**src/rtl/pipe_stage_reg_if.sv**
```systemverilog
// Valid/ready bus for one pipeline boundary: upstream in_* side and downstream out_* side.
// A word moves on an edge where valid and ready are both 1; valid holds until that edge.
interface pipe_stage_reg_if #(
  parameter int DATA_W = 32,
  parameter int CTRL_W = 8
) ();
  logic              in_valid;
  logic              in_ready;
  logic [DATA_W-1:0] in_data;
  logic [CTRL_W-1:0] in_ctrl;
  logic              out_valid;
  logic              out_ready;
  logic [DATA_W-1:0] out_data;
  logic [CTRL_W-1:0] out_ctrl;

  modport master (
    output in_valid, in_data, in_ctrl, out_ready,
    input  in_ready, out_valid, out_data, out_ctrl
  );

  modport slave (
    input  in_valid, in_data, in_ctrl, out_ready,
    output in_ready, out_valid, out_data, out_ctrl
  );
endinterface

```
**src/rtl/pipe_stage_reg.sv**
```systemverilog
// Pipeline stage register with a 2-entry skid buffer, synchronous flush, bubble
// control masking and saturating stall/bubble counters.
module pipe_stage_reg #(
  parameter int DATA_W = 32,
  parameter int CTRL_W = 8,
  parameter int CNT_W  = 16
) (
  input  logic             clk,
  input  logic             rst,
  input  logic             flush,
  input  logic             cnt_clr,
  pipe_stage_reg_if.slave  bus,
  output logic [1:0]       occupancy,
  output logic [CNT_W-1:0] stall_cnt,
  output logic [CNT_W-1:0] bubble_cnt,
  output logic [1:0]       state_dbg_o
);

  typedef enum logic [1:0] {
    EMPTY = 2'd0,
    ONE   = 2'd1,
    FULL  = 2'd2
  } state_e;

  localparam logic [CNT_W-1:0] CNT_MAX = '1;

  state_e            state_q, state_d;
  logic              in_ready_q, in_ready_d;
  logic [DATA_W-1:0] main_data_q, main_data_d;
  logic [CTRL_W-1:0] main_ctrl_q, main_ctrl_d;
  logic [DATA_W-1:0] skid_data_q, skid_data_d;
  logic [CTRL_W-1:0] skid_ctrl_q, skid_ctrl_d;
  logic [CNT_W-1:0]  stall_q, stall_d;
  logic [CNT_W-1:0]  bubble_q, bubble_d;

  logic main_valid;
  logic in_fire;
  logic out_fire;

  assign main_valid = (state_q != EMPTY);
  assign in_fire    = bus.in_valid & in_ready_q;
  assign out_fire   = main_valid & bus.out_ready;

  always_comb begin
    state_d     = state_q;
    main_data_d = main_data_q;
    main_ctrl_d = main_ctrl_q;
    skid_data_d = skid_data_q;
    skid_ctrl_d = skid_ctrl_q;
    case (state_q)
      EMPTY: begin
        if (in_fire) begin
          state_d     = ONE;
          main_data_d = bus.in_data;
          main_ctrl_d = bus.in_ctrl;
        end
      end
      ONE: begin
        if (in_fire && out_fire) begin
          main_data_d = bus.in_data;
          main_ctrl_d = bus.in_ctrl;
        end else if (in_fire) begin
          state_d     = FULL;
          skid_data_d = bus.in_data;
          skid_ctrl_d = bus.in_ctrl;
        end else if (out_fire) begin
          state_d = EMPTY;
        end
      end
      FULL: begin
        if (out_fire) begin
          state_d     = ONE;
          main_data_d = skid_data_q;
          main_ctrl_d = skid_ctrl_q;
        end
      end
      default: state_d = EMPTY;
    endcase
    // Flush only kills the valid bits; stale data is hidden by the ctrl mask.
    if (flush) begin
      state_d = EMPTY;
    end
    in_ready_d = (state_d != FULL);
  end

  always_comb begin
    stall_d  = stall_q;
    bubble_d = bubble_q;
    if (cnt_clr) begin
      stall_d  = '0;
      bubble_d = '0;
    end else begin
      if (main_valid && !bus.out_ready && stall_q != CNT_MAX) begin
        stall_d = stall_q + 1'b1;
      end
      if (!main_valid && bus.out_ready && bubble_q != CNT_MAX) begin
        bubble_d = bubble_q + 1'b1;
      end
    end
  end

  always_ff @(posedge clk or posedge rst) begin
    if (rst) begin
      state_q     <= EMPTY;
      in_ready_q  <= 1'b1;
      main_data_q <= '0;
      main_ctrl_q <= '0;
      skid_data_q <= '0;
      skid_ctrl_q <= '0;
      stall_q     <= '0;
      bubble_q    <= '0;
    end else begin
      state_q     <= state_d;
      in_ready_q  <= in_ready_d;
      main_data_q <= main_data_d;
      main_ctrl_q <= main_ctrl_d;
      skid_data_q <= skid_data_d;
      skid_ctrl_q <= skid_ctrl_d;
      stall_q     <= stall_d;
      bubble_q    <= bubble_d;
    end
  end

  assign bus.in_ready  = in_ready_q;
  assign bus.out_valid = main_valid;
  assign bus.out_data  = main_data_q;
  assign bus.out_ctrl  = main_ctrl_q & {CTRL_W{main_valid}};
  assign occupancy     = state_q;
  assign stall_cnt     = stall_q;
  assign bubble_cnt    = bubble_q;
  assign state_dbg_o   = state_q;

endmodule

```
**src/flat_wrapper.sv**
```systemverilog
// flat-port wrapper written by rule: the top's interface ports become plain ports
module pipe_stage_reg_flat 
#(
  parameter int DATA_W = 32,
  parameter int CTRL_W = 8,
  parameter int CNT_W  = 16
)
  (clk, rst, flush, cnt_clr, occupancy, stall_cnt, bubble_cnt, state_dbg_o, bus_in_valid, bus_in_data, bus_in_ctrl, bus_out_ready, bus_in_ready, bus_out_valid, bus_out_data, bus_out_ctrl);
  pipe_stage_reg_if #(.DATA_W(DATA_W), .CTRL_W(CTRL_W)) bus_i ();
  input  logic clk;
  input  logic rst;
  input  logic flush;
  input  logic cnt_clr;
  output logic [1:0] occupancy;
  output logic [CNT_W-1:0] stall_cnt;
  output logic [CNT_W-1:0] bubble_cnt;
  output logic [1:0] state_dbg_o;
  input wire logic [$bits(bus_i.in_valid)-1:0] bus_in_valid;
  input wire logic [$bits(bus_i.in_data)-1:0] bus_in_data;
  input wire logic [$bits(bus_i.in_ctrl)-1:0] bus_in_ctrl;
  input wire logic [$bits(bus_i.out_ready)-1:0] bus_out_ready;
  output wire logic [$bits(bus_i.in_ready)-1:0] bus_in_ready;
  output wire logic [$bits(bus_i.out_valid)-1:0] bus_out_valid;
  output wire logic [$bits(bus_i.out_data)-1:0] bus_out_data;
  output wire logic [$bits(bus_i.out_ctrl)-1:0] bus_out_ctrl;
  assign bus_i.in_valid = bus_in_valid;
  assign bus_i.in_data = bus_in_data;
  assign bus_i.in_ctrl = bus_in_ctrl;
  assign bus_i.out_ready = bus_out_ready;
  assign bus_in_ready = bus_i.in_ready;
  assign bus_out_valid = bus_i.out_valid;
  assign bus_out_data = bus_i.out_data;
  assign bus_out_ctrl = bus_i.out_ctrl;
  pipe_stage_reg #(.DATA_W(DATA_W), .CTRL_W(CTRL_W), .CNT_W(CNT_W)) u_core (.clk(clk), .rst(rst), .flush(flush), .cnt_clr(cnt_clr), .bus(bus_i), .occupancy(occupancy), .stall_cnt(stall_cnt), .bubble_cnt(bubble_cnt), .state_dbg_o(state_dbg_o));
endmodule
```
**config.mk**
```make
export PLATFORM = sky130hd
export DESIGN_NAME = pipe_stage_reg_flat
export DESIGN_NICKNAME = d
export VERILOG_FILES = /design/src/rtl/pipe_stage_reg_if.sv /design/src/rtl/pipe_stage_reg.sv /design/src/flat_wrapper.sv
export SDC_FILE = /design/constraint.sdc
export NUM_CORES = 1
export LEC_CHECK = 0
export BUFFER_PORTS_ARGS = -buffer_cell sky130_fd_sc_hd__buf_2
export CAP_MARGIN = 5
export CORE_MARGIN = 5
export CORE_UTILIZATION = 30
export DETAILED_ROUTE_END_ITERATION = 8
export GPL_TIMING_DRIVEN = 0
export SLEW_MARGIN = 10
export SYNTH_ARGS = -nofsm -noshare
export SYNTH_HDL_FRONTEND = slang
export SYNTH_SLANG_ARGS = --single-unit
```
**constraint.sdc**
```tcl
create_clock -name clk -period 4.6 [get_ports clk]
set_input_delay 0.69 -clock clk [delete_from_list [all_inputs] [get_ports clk]]
set_output_delay 0.69 -clock clk [all_outputs]
set_load 0.02 [all_outputs]
```
* Word level (Yosys, flattened, before mapping) *
Cells that the tools add are included.
W data, S select, Z words.

storage, ports and cells
  bits of input ports = 46
  flip-flop bits (word level) = 115

operators by class
  equality and inequality tests = 8
  muxes and demuxes = 19
  add/sub/neg operators = 2
  bitwise gates (word level) = 4
  reductions and logical operators = 14

operator list
  kind                     number
  $mux W32                 3
  $pmux W32 S3             1
  $mux W16                 4
  $add A16 B1 Y16 const B  2
  $ne A16 B16 Y1 const B   2
  $mux W8                  3
  $pmux W8 S3              1
  $mux W2                  6
  $and A8 B8 Y8            1
  $ne A2 B1 Y1 const B     3
  $pmux W2 S3              1
  $reduce_bool A2 Y1       3
  $logic_and A1 B1 Y1      5
  $reduce_and A4 Y1        1
  $reduce_and A3 Y1        1
  $reduce_bool A3 Y1       1
  $and A1 B1 Y1            2
  $eq A2 B1 Y1 const B     1
  $eq A2 B2 Y1 const B     1
  $logic_not A1 Y1         2
  $logic_not A2 Y1         1
  $ne A2 B2 Y1 const B     1
  $not A1 Y1               1

* Depth between registers and ports, before layout *
Gate-level depths: netlist of run 1.

  depth in word-level cells = 8
  mapped depth = 7

* Worst setup path before layout of run 1 *
Ideal clock, no wire load.

  path type = input-to-reg
  start = input bus_out_ready
  end = register u_core.stall_q[12], in the netlist u_core.stall_cnt[12]
  buffers on the path = 1
  path slack = 2626 ps
  arrival = 1896 ps
  library setup time = 78 ps
  data required time = 4522 ps
  stages on the path = 5
  cells stage by stage = buf_6 > o21ba_2 > nand4_1 > or4_1 > a21oi_1

between the ends
  longest elaborated chain between the ends = 4

RTL lines
  what                               line                   text
  start: declaration                 flat_wrapper.sv:21     input wire logic [$bits(bus_i.out_ready)-1:0] bus_out_ready;
  $logic_not A1 Y1                   pipe_stage_reg.sv:93   if (main_valid && !bus.out_ready && stall_q != CNT_MAX) begin
  $logic_and A1 B1 Y1 (2 in series)  pipe_stage_reg.sv:93
  $reduce_bool A2 Y1 (no line)       n/a
  end signal: assignment             pipe_stage_reg.sv:119  stall_q <= stall_d;
  end: declaration                   pipe_stage_reg.sv:33   logic [CNT_W-1:0] stall_q, stall_d;

No other way between the ends.
A chain may end at the register's enable or synchronous reset.

* Worst setup path in the final report of run 1 *
  start = register u_core.state_q[1], in the netlist u_core.occupancy[1]
  end = output bus_out_ctrl[6]

between the ends
  longest elaborated chain between the ends = 2

RTL lines
  what                      line                   text
  start: declaration        pipe_stage_reg.sv:27   state_e state_q, state_d;
  start signal: assignment  pipe_stage_reg.sv:113  state_q <= state_d;
  $reduce_bool A2 Y1        pipe_stage_reg.sv:40   assign main_valid = (state_q != EMPTY);
  $and A8 B8 Y8             pipe_stage_reg.sv:127  assign bus.out_ctrl = main_ctrl_q & {CTRL_W{main_valid}};
  end: declaration          flat_wrapper.sv:25     output wire logic [$bits(bus_i.out_ctrl)-1:0] bus_out_ctrl;

No other way between the ends.

==> results list, run 1 <==
- The worst setup path is captured at a primary output.
- Yosys printed 0 warnings.
- Min cycle time layout: 2.583 ns
- Share of cells above drive strength 1: 34.43%
* Async set-or-reset flop fraction in the synthesized netlist: 100.0%
* Number of buffer and inverter instances along the worst setup path: 3
- Half-perimeter wire length of the detailed placement result: 10010 microns
- The placed instances occupy a cell area of 6301 sq um.
- Count of final setup violators: 0
* Design area: 6904 sq um
- At the worst endpoint, the arrival time is 1.89 ns.
- Highest achievable clock rate: 387.1 MHz
- The worst setup path is launched from a flop.
- Clk sink count: approximately 120
- Each instance of the synthesized netlist takes up on average between 10 and 15 sq um.
- Share of cell area taken by muxes after synthesis: about 16%
- CORE AREA: roughly 18000 sq um
- Most area-consuming cells after synthesis: sky130_fd_sc_hd__dfrtp_1 (53%), sky130_fd_sc_hd__mux2_2 (8.6%), sky130_fd_sc_hd__mux2i_1 (7.8%)
- Syn nets: 533
- Count of endpoints failing hold in the final timing report: 0
- Slowest-stage cell, CP: sky130_fd_sc_hd__clkbuf_1
- The repair_antennas step left the layout with diodes totalling 0.
- At the later pin of the worst-skew pair, clock insertion delay measures just over 0.4 ns.
- Area share of fa/ha/maj cells after synthesis: 0.4654%
* Net count, final: 674
* Wire length of the first global-routing pass: 22820 microns
* Tightest slew margin relative to the limit: 52.92%
- Layout overhead on the synthesized area: 28.42%
- After Yosys synthesis, XOR and XNOR cells account for 0% of the synthesized area.
- Cell type contributing the most total cell area after synthesis: sky130_fd_sc_hd__dfrtp_1
* Initial antenna violation count: 1
- Most numerous cell types in the synthesized netlist: sky130_fd_sc_hd__dfrtp_1 (114), sky130_fd_sc_hd__a21oi_1 (59), sky130_fd_sc_hd__nor2_1 (49)
- In the synthesized netlist, the number of instances is 485.
* Maximum net fanout on the critical path: 10
* Clock Root Buffer: sky130_fd_sc_hd__clkbuf_16
- Buffers inserted to repair hold after CTS numbered 0.
- PortBufs: 121
- The congestion estimate from routability-driven global placement came to 0.8389.
- Before antenna repair, the detailed router went through 4 iterations.
* Outcome: finished, final reports clean
- Die Footprint: approximately 21000 sq um
- In this run, post-CTS repair resized a total of 0 instances.
- Data on the critical path is required at its endpoint by 3.91 ns.
- Final antenna-violating net count: 0
* Final worst path period share: 56.16%
- Cells fill roughly 39% of the core in the end.
- Netlist cell types: 52
- Area share of and/or/nand/nor cells after synthesis: 13.78%
- Number of synthesized flops with an enable pin: 0
- Among all cell types in the netlist, the one instantiated most often is sky130_fd_sc_hd__dfrtp_1.
* Dominant combinational cell family by area after synthesis: multiplexers
- Category of the most critical setup path: reg2out
- VDD sags by at most about 0.24 mV.
- Dominant delay contributor by cell family on the critical path: buffers and inverters
- For this run the aggregate overflow at the end of global routing stands at 0.
- Post-synthesis compound-gate area fraction: 12.54%
- Unrepaired setup endpoints after global routing: no
- Clock buffer count from CTS: 17
- Clock-pin slew was measured on the worst setup and hold paths at 0.06 ns.
* Die X-Extent: 143.9 microns
* Most used DFF post-synth: sky130_fd_sc_hd__dfrtp_1
- In this run the number of H-tree levels came out at 4.
* Maximum root-to-sink buffer count: 2
- Die Span Y: 143.9 microns
- After detailed routing, the average wire length per cell comes to 16.27 microns.
* Cell chain of the critical path: buf_2 -> nor2_1 -> clkbuf_1 -> nor2b_1 -> buf_2
* Type of the most critical hold path: in2async
* Area share of the leading cell type in the synthesized netlist: a little over half
- The detailed router placed between 4000 and 5000 vias in this run.
- Vias in the first global route: 4439
* Total length of routed wires: between 10000 and 15000 microns
- Number of maximum-capacitance violations: 0
- Entering global routing, the biggest net connects 68 pins.
* Number of DRC markers in iteration 0: 211
* Via density per instance: 5.067
* Post-detailed-route DRC marker count: 0
* Boundary pin count: 124
- Initial cell density of the core: 30.24%
- Post-synthesis cell area: 5376 sq um
- Buffers added to address setup during post-CTS repair amount to 0.
* Slew at the pin closest to its max-slew limit: 0.7008 ns
- In this run the core area contains 49 standard-cell rows.
* Combined global-route utilization of all metal layers: 13.95%
- Sequential fraction of the synthesis area: 53.55%
- TritonCTS built the clock tree.
- Slew Limit Fails: 0
* Flop and latch count out of synthesis: 115
* Leakage component of the power: 3.319 nW
- Power per Cell Area: around 450 nW/um^2
* Worst setup skew after layout: approximately 0.0052 ns
* Cell seen most often among critical-path stages: sky130_fd_sc_hd__buf_2
* Critical path's largest stage delay: 0.46 ns
[sequential cells by signal, summed over array words and instances, names as in the netlist]
register and count:
u_core.skid_data_q 32, u_core.bus.in_ready 1, u_core.occupancy 2, u_core.main_ctrl_q 8, u_core.bus.out_data 32, u_core.bubble_cnt 16, u_core.stall_cnt 16, u_core.skid_ctrl_q 8
[worst reg2reg max path: cells and delay by family, from the launching register on]
family | cells | cell delay, ns
buf+inv | 1 | 0.31
flops | 1 | 0.42
compound gates | 1 | 0.17
simple gates | 3 | 0.92
fa+ha+maj | 1 | 0.25
[stage by stage]
stage | setup slack, ns | hold slack (ns) | cells | power [mW] | TNS [ns]
2_1_floorplan | 0.8676 | 0.4800 | 485 | 1.581 | 0
3_3_place_gp | -0.4417 | 0.4880 | 835 | 1.725 | -48.97
3_5_place_dp | 2.120 | 0.4945 | 836 | 1.752 | 0
4_1_cts | 1.903 | 0.3156 | 868 | 3.119 | 0
5_1_grt | 1.812 | 0.3314 | 868 | 3.228 | 0
6_report | 2.017 | 0.3159 | 868 | 3.075 | 0
[where the power goes]
| part | switching [mW] | internal, mW |
|---|---|---|
| Clock | 0.485 | 0.864 |
| Combinational | 0.252 | 0.202 |
| Sequential | 0.0900 | 1.18 |
| Total | 0.827 | 2.25 |
[cell usage in the layout, fill, tap and decap left out, types with 3 or more instances in the layout]
| cell type | instances |
|---|---|
| sky130_fd_sc_hd__nand3_1 | 11 |
| sky130_fd_sc_hd__mux2i_1 | 42 |
| sky130_fd_sc_hd__nor2b_1 | 10 |
| sky130_fd_sc_hd__nor2_1 | 49 |
| sky130_fd_sc_hd__o211a_1 | 3 |
| sky130_fd_sc_hd__or4_1 | 9 |
| sky130_fd_sc_hd__o21ai_0 | 10 |
| sky130_fd_sc_hd__buf_2 | 132 |
| sky130_fd_sc_hd__nand4_1 | 10 |
| sky130_fd_sc_hd__dfrtp_1 | 114 |
| sky130_fd_sc_hd__bufinv_16 | 3 |
| sky130_fd_sc_hd__o41ai_1 | 3 |
| sky130_fd_sc_hd__and2_1 | 4 |
| sky130_fd_sc_hd__inv_1 | 9 |
| sky130_fd_sc_hd__and3_1 | 4 |
| sky130_fd_sc_hd__clkinv_2 | 3 |
| sky130_fd_sc_hd__mux2_2 | 41 |
| sky130_fd_sc_hd__nand2_1 | 17 |
| sky130_fd_sc_hd__clkinvlp_4 | 5 |
| sky130_fd_sc_hd__or3_1 | 7 |
| sky130_fd_sc_hd__o311ai_0 | 5 |
| sky130_fd_sc_hd__o31ai_1 | 10 |
| sky130_fd_sc_hd__clkbuf_1 | 16 |
| sky130_fd_sc_hd__a21oi_1 | 59 |
| sky130_fd_sc_hd__clkbuf_16 | 17 |
| sky130_fd_sc_hd__a211oi_1 | 4 |
[area by class of cell]
| class | instances | area (sq um) |
|---|---|---|
| multi-input combinational | 331 | 2322 |
| timing repair buffer | 122 | 633.1 |
| clock buffer | 19 | 442.9 |
| sequential | 115 | 2879 |
| buffer | 29 | 137.6 |
| inverter | 10 | 42.54 |
| fill | 1745 | 10880 |
| clock inverter | 13 | 160.2 |
| tap | 229 | 286.5 |
[cell families after synthesis]
logic type	count (synthesis)
muxes	83
buffers and inverters	39
AOI/OAI and AO/OA	108
and+or+nand+nor	138
adders and majority gates	2
DFF	115
[routing by layer]
| layer | track usage, % | up-vias | wire, microns |
|---|---|---|---|
| met2 | 22.15 | 145 | 6640 |
| met1 | 17.43 | 2165 | 6028 |
| li1 | - | 2066 | - |
| met4 | 4.212 | 2 | 173 |
| met5 | 0 | - | 11 |
| met3 | 5.757 | 20 | 1269 |
[path summary, 6_finish.rpt]
check | from | endpoint | slack [ns] | cells past startpoint
worst max-delay path | u_core.occupancy[1] | bus_out_ctrl[6] | 2.02 | 5
worst min-delay path | rst | u_core.skid_data_q[14] | 0.32 | 2
worst max register to register | u_core.stall_cnt[0] | u_core.stall_cnt[7] | 2.41 | 6
worst min register to register | u_core.skid_ctrl_q[2] | u_core.skid_ctrl_q[2] | 0.50 | 1
max in group asynchronous | rst | u_core.bus.in_ready | 3.55 | 3
min in group clk | flush | u_core.occupancy[0] | 0.48 | 2
Note: power is estimated with default switching activity, not from simulation.
==> inputs of run 2 (changes only) <==
Clock period 4.6 ns to 2.1 ns, I/O delays scaled along.
==> run 2 against run 1 <==
Compared with the run above: worst hold slack lost 0.20 ns; wire length grew 1.9%; clock skew grew 0.0033 ns; flip-flop and latch count unchanged; die area is the same; sequential share of layout area decreased by 0.20 points; total power up 110%; register-to-register slack got worse by 2.3 ns; final area up 0.53%; via count increased by 0.11%; first-iteration DRC count decreased by 16%; largest cell class unchanged.
==> results list, run 2 (synthesized netlist as in run 1, its figures left out) <==
* Post-detailed-route DRC marker count: 0 (unchanged)
- The first-pass GRT wire length is 23260 microns (+1.9%).
- Vias post-DR: 4403 (+0.11%)
- In this run the critical register-to-register path is captured at u_core.skid_data_q[28].
* Number of DRC markers in iteration 0: 177 (-16%)
- R2R Path Start: u_core.occupancy[1]
- The total track usage was 14.12% (+0.17 points).
- The height of the chip is 143.9 microns (unchanged).
* Die Footprint: 20700 sq um (unchanged)
* RD Place Congestion: 0.8469 (+0.95%)
* Layout overhead on the synthesized area: 29.09%
- The clock transition time at the flip-flop clock pins of the worst setup and hold paths was 0.05 ns (about the same).
- Max IR drop VDD: 0.5301 mV (+120%)
- The share of layout cells above drive strength 1 was 35.94% (+1.5 points).
- HP Start: flush
- The number of H-tree branching levels was 4 (unchanged).
* TritonCTS clock tree: built
- The data arrival time of the critical path was 2.28 ns (+0.39 ns).
- Category of the most critical setup path: reg2reg
- Reg-to-reg slack, setup: 0.10 ns (-2.31 ns)
* Routed length per placed instance: 16.54 microns (+1.6%)
- The per-cell via count in the routed design came to 5.061 (-0.12%).
- The fraction of the core area covered by cells at the end of the flow was 39.04% (+0.20 points).
- The count of final hold-check violations came to 0 (unchanged).
- The die outline width came to 143.9 microns (unchanged).
- The pin count of the biggest net entering global routing is 39 (-43%).
- The worst slew margin relative to its limit came to 53.70% (+0.77 points).
- Number of search-and-repair iterations in the first detailed-routing pass: 4 (unchanged)
- The initial core utilization was 30.24% (unchanged).
- The areal power density over the cells came to 928.4 nW/um^2 (+110%).
* Final antenna-violating net count: 0 (unchanged)
- The transition time of the tightest slew-check pin was 0.6893 ns (-0.01152 ns).
- Kind of start point of the critical path: flop
- Highest achievable clock rate: 501.1 MHz
- Total length of routed wires: 14390 microns (+1.9%)
* Critical path required time: 2.39 ns (-1.52 ns)
- Clock buffer count from CTS: 17 (unchanged)
- The count of pins on the block boundary was 124 (unchanged).
- Number of maximum-capacitance violations: 0 (unchanged)
* Net count, final: 679 (+0.74%)
- Clock latency on the worst-skew pair: 0.41 ns (about the same)
- The flow ran to the end, and the final reports show no timing, DRC or antenna violations.
* Commonest non-fill, non-tap cell in the layout: sky130_fd_sc_hd__buf_2
* Maximum net fanout on the critical path: 10 (unchanged)
- The worst hold path terminates at u_core.occupancy[0].
- The row count came to 49 (unchanged).
- Slew Limit Fails: 0 (unchanged)
- Fill cell count: 1773 (+1.6%)
* Clock Root Buffer: sky130_fd_sc_hd__clkbuf_16
- Clk sink count: 115 (unchanged)
- Count of final setup violators: 0 (unchanged)
- The leakage power of the design was 3.389 nW (+2.1%).
- Initial antenna violation count: 1 (unchanged)
* Worst hold margin: 0.1154 ns (-0.2005 ns)
- The number of buffers on the longest clock path came to 2 (unchanged).
- Worst setup skew after layout: 0.008578 ns (+0.003349 ns)
* Critical path launch point: u_core.occupancy[1]
* Worst setup EP type: flop
- The placeable core area is 17780 sq um (unchanged).
* Cells on Worst Hold Path: 2
- Top library cells by usage in the layout, fill and taps aside: sky130_fd_sc_hd__buf_2 (132), sky130_fd_sc_hd__dfrtp_1 (113), sky130_fd_sc_hd__a21oi_1 (59)
- Unrepaired setup endpoints after global routing: yes
- Min cycle time layout: ~2 ns
* Total negative setup slack: 0 ns (unchanged)
- The path class of the tightest hold or removal check is in2reg.
- The via count of the first global-routing pass was 4655 (+4.9%).
- The number of port buffers came to 121 (unchanged).
* Grt total ovfl: 0 (unchanged)
- Cells on worst reg2reg path: 6 (unchanged)
- The estimated wirelength of the detail-placed design was 10470 microns (+4.5%).
- In the finished design, the share of the clock period the worst path needs comes to a little over nine tenths.
## run 2: changes by cell type in the layout (fill, tap and decap cells not counted), moves of 3 or more
cell,previous run,this run
sky130_fd_sc_hd__buf_12,0,3
sky130_fd_sc_hd__clkbuf_2,0,7
sky130_fd_sc_hd__clkinvlp_4,5,2
sky130_fd_sc_hd__clkbuf_1,16,8
## run 2: critical path, cell delays in order, from the launching register on
cell	delay, ns
sky130_fd_sc_hd__dfrtp_1	0.40
sky130_fd_sc_hd__buf_2	0.19
sky130_fd_sc_hd__and3b_1	0.27
sky130_fd_sc_hd__and2_1	0.16
sky130_fd_sc_hd__clkbuf_1	0.19
sky130_fd_sc_hd__buf_2	0.30
sky130_fd_sc_hd__mux2_2	0.37
## run 2: repair_timing
action                                  4_1_cts  5_1_grt
pin swaps                                     0        3
hold buffers                                  1        0
endpoints found under the hold margin        16        0
endpoints found under the setup margin       53       91
buffers inserted                              0        2
gates resized for setup                       4       22
## run 2: cell type report
cell class	instances	area [sq um]	share of cell area, %
timing repair buffer	127	690.7	9.951
sequential	115	2880	41.50
buffer	29	153.9	2.217
multi-input combinational	331	2354	33.91
tap	229	286.5	4.128
inverter	10	41.29	0.5949
clock buffer	22	474.2	6.833
antenna	1	2.502	0.03606
clock inverter	6	57.56	0.8293
## run 2: stage by stage
stage | total power [mW] | area (sq um) | std cells | setup WS [ns]
CTS | 6.529 | 6898 | 867 | 0.02105
global placement | 3.779 | 6272 | 835 | -0.3680
floorplan | 3.464 | 5380 | 485 | 0.1921
global route | 6.759 | 6938 | 869 | -0.02226
finish | 6.444 | 6940 | 870 | 0.1043
detailed placement | 3.858 | 6332 | 838 | -0.09051
## run 2: how the worst max path moves through the flow
stage	endpoint	slack [ns]	cells past startpoint
6_report	u_core.skid_data_q[28]	0.10	6
4_1_cts	u_core.stall_cnt[7]	0.02	6
3_3_place_gp	u_core.bubble_cnt[8]	-0.37	2
5_1_grt	u_core.skid_data_q[16]	-0.02	6
3_5_place_dp	u_core.main_ctrl_q[3]	-0.09	5
2_1_floorplan	u_core.stall_cnt[7]	0.19	6
## run 2: where the power goes
part / total [mW] / switching, mW / internal [mW]
Combinational: 1.02 / 0.562 / 0.459
Clock: 2.63 / 0.945 / 1.68
Sequential: 2.80 / 0.203 / 2.59
Total: 6.44 / 1.71 / 4.73
## run 2: routing by layer
layer	global-route usage, %	up-vias	routed length (microns)
met1	17.40	2169	6087
met4	4.708	2	157
met5	0	-	13
met3	4.659	12	1102
li1	-	2068	-
met2	23.35	152	7025
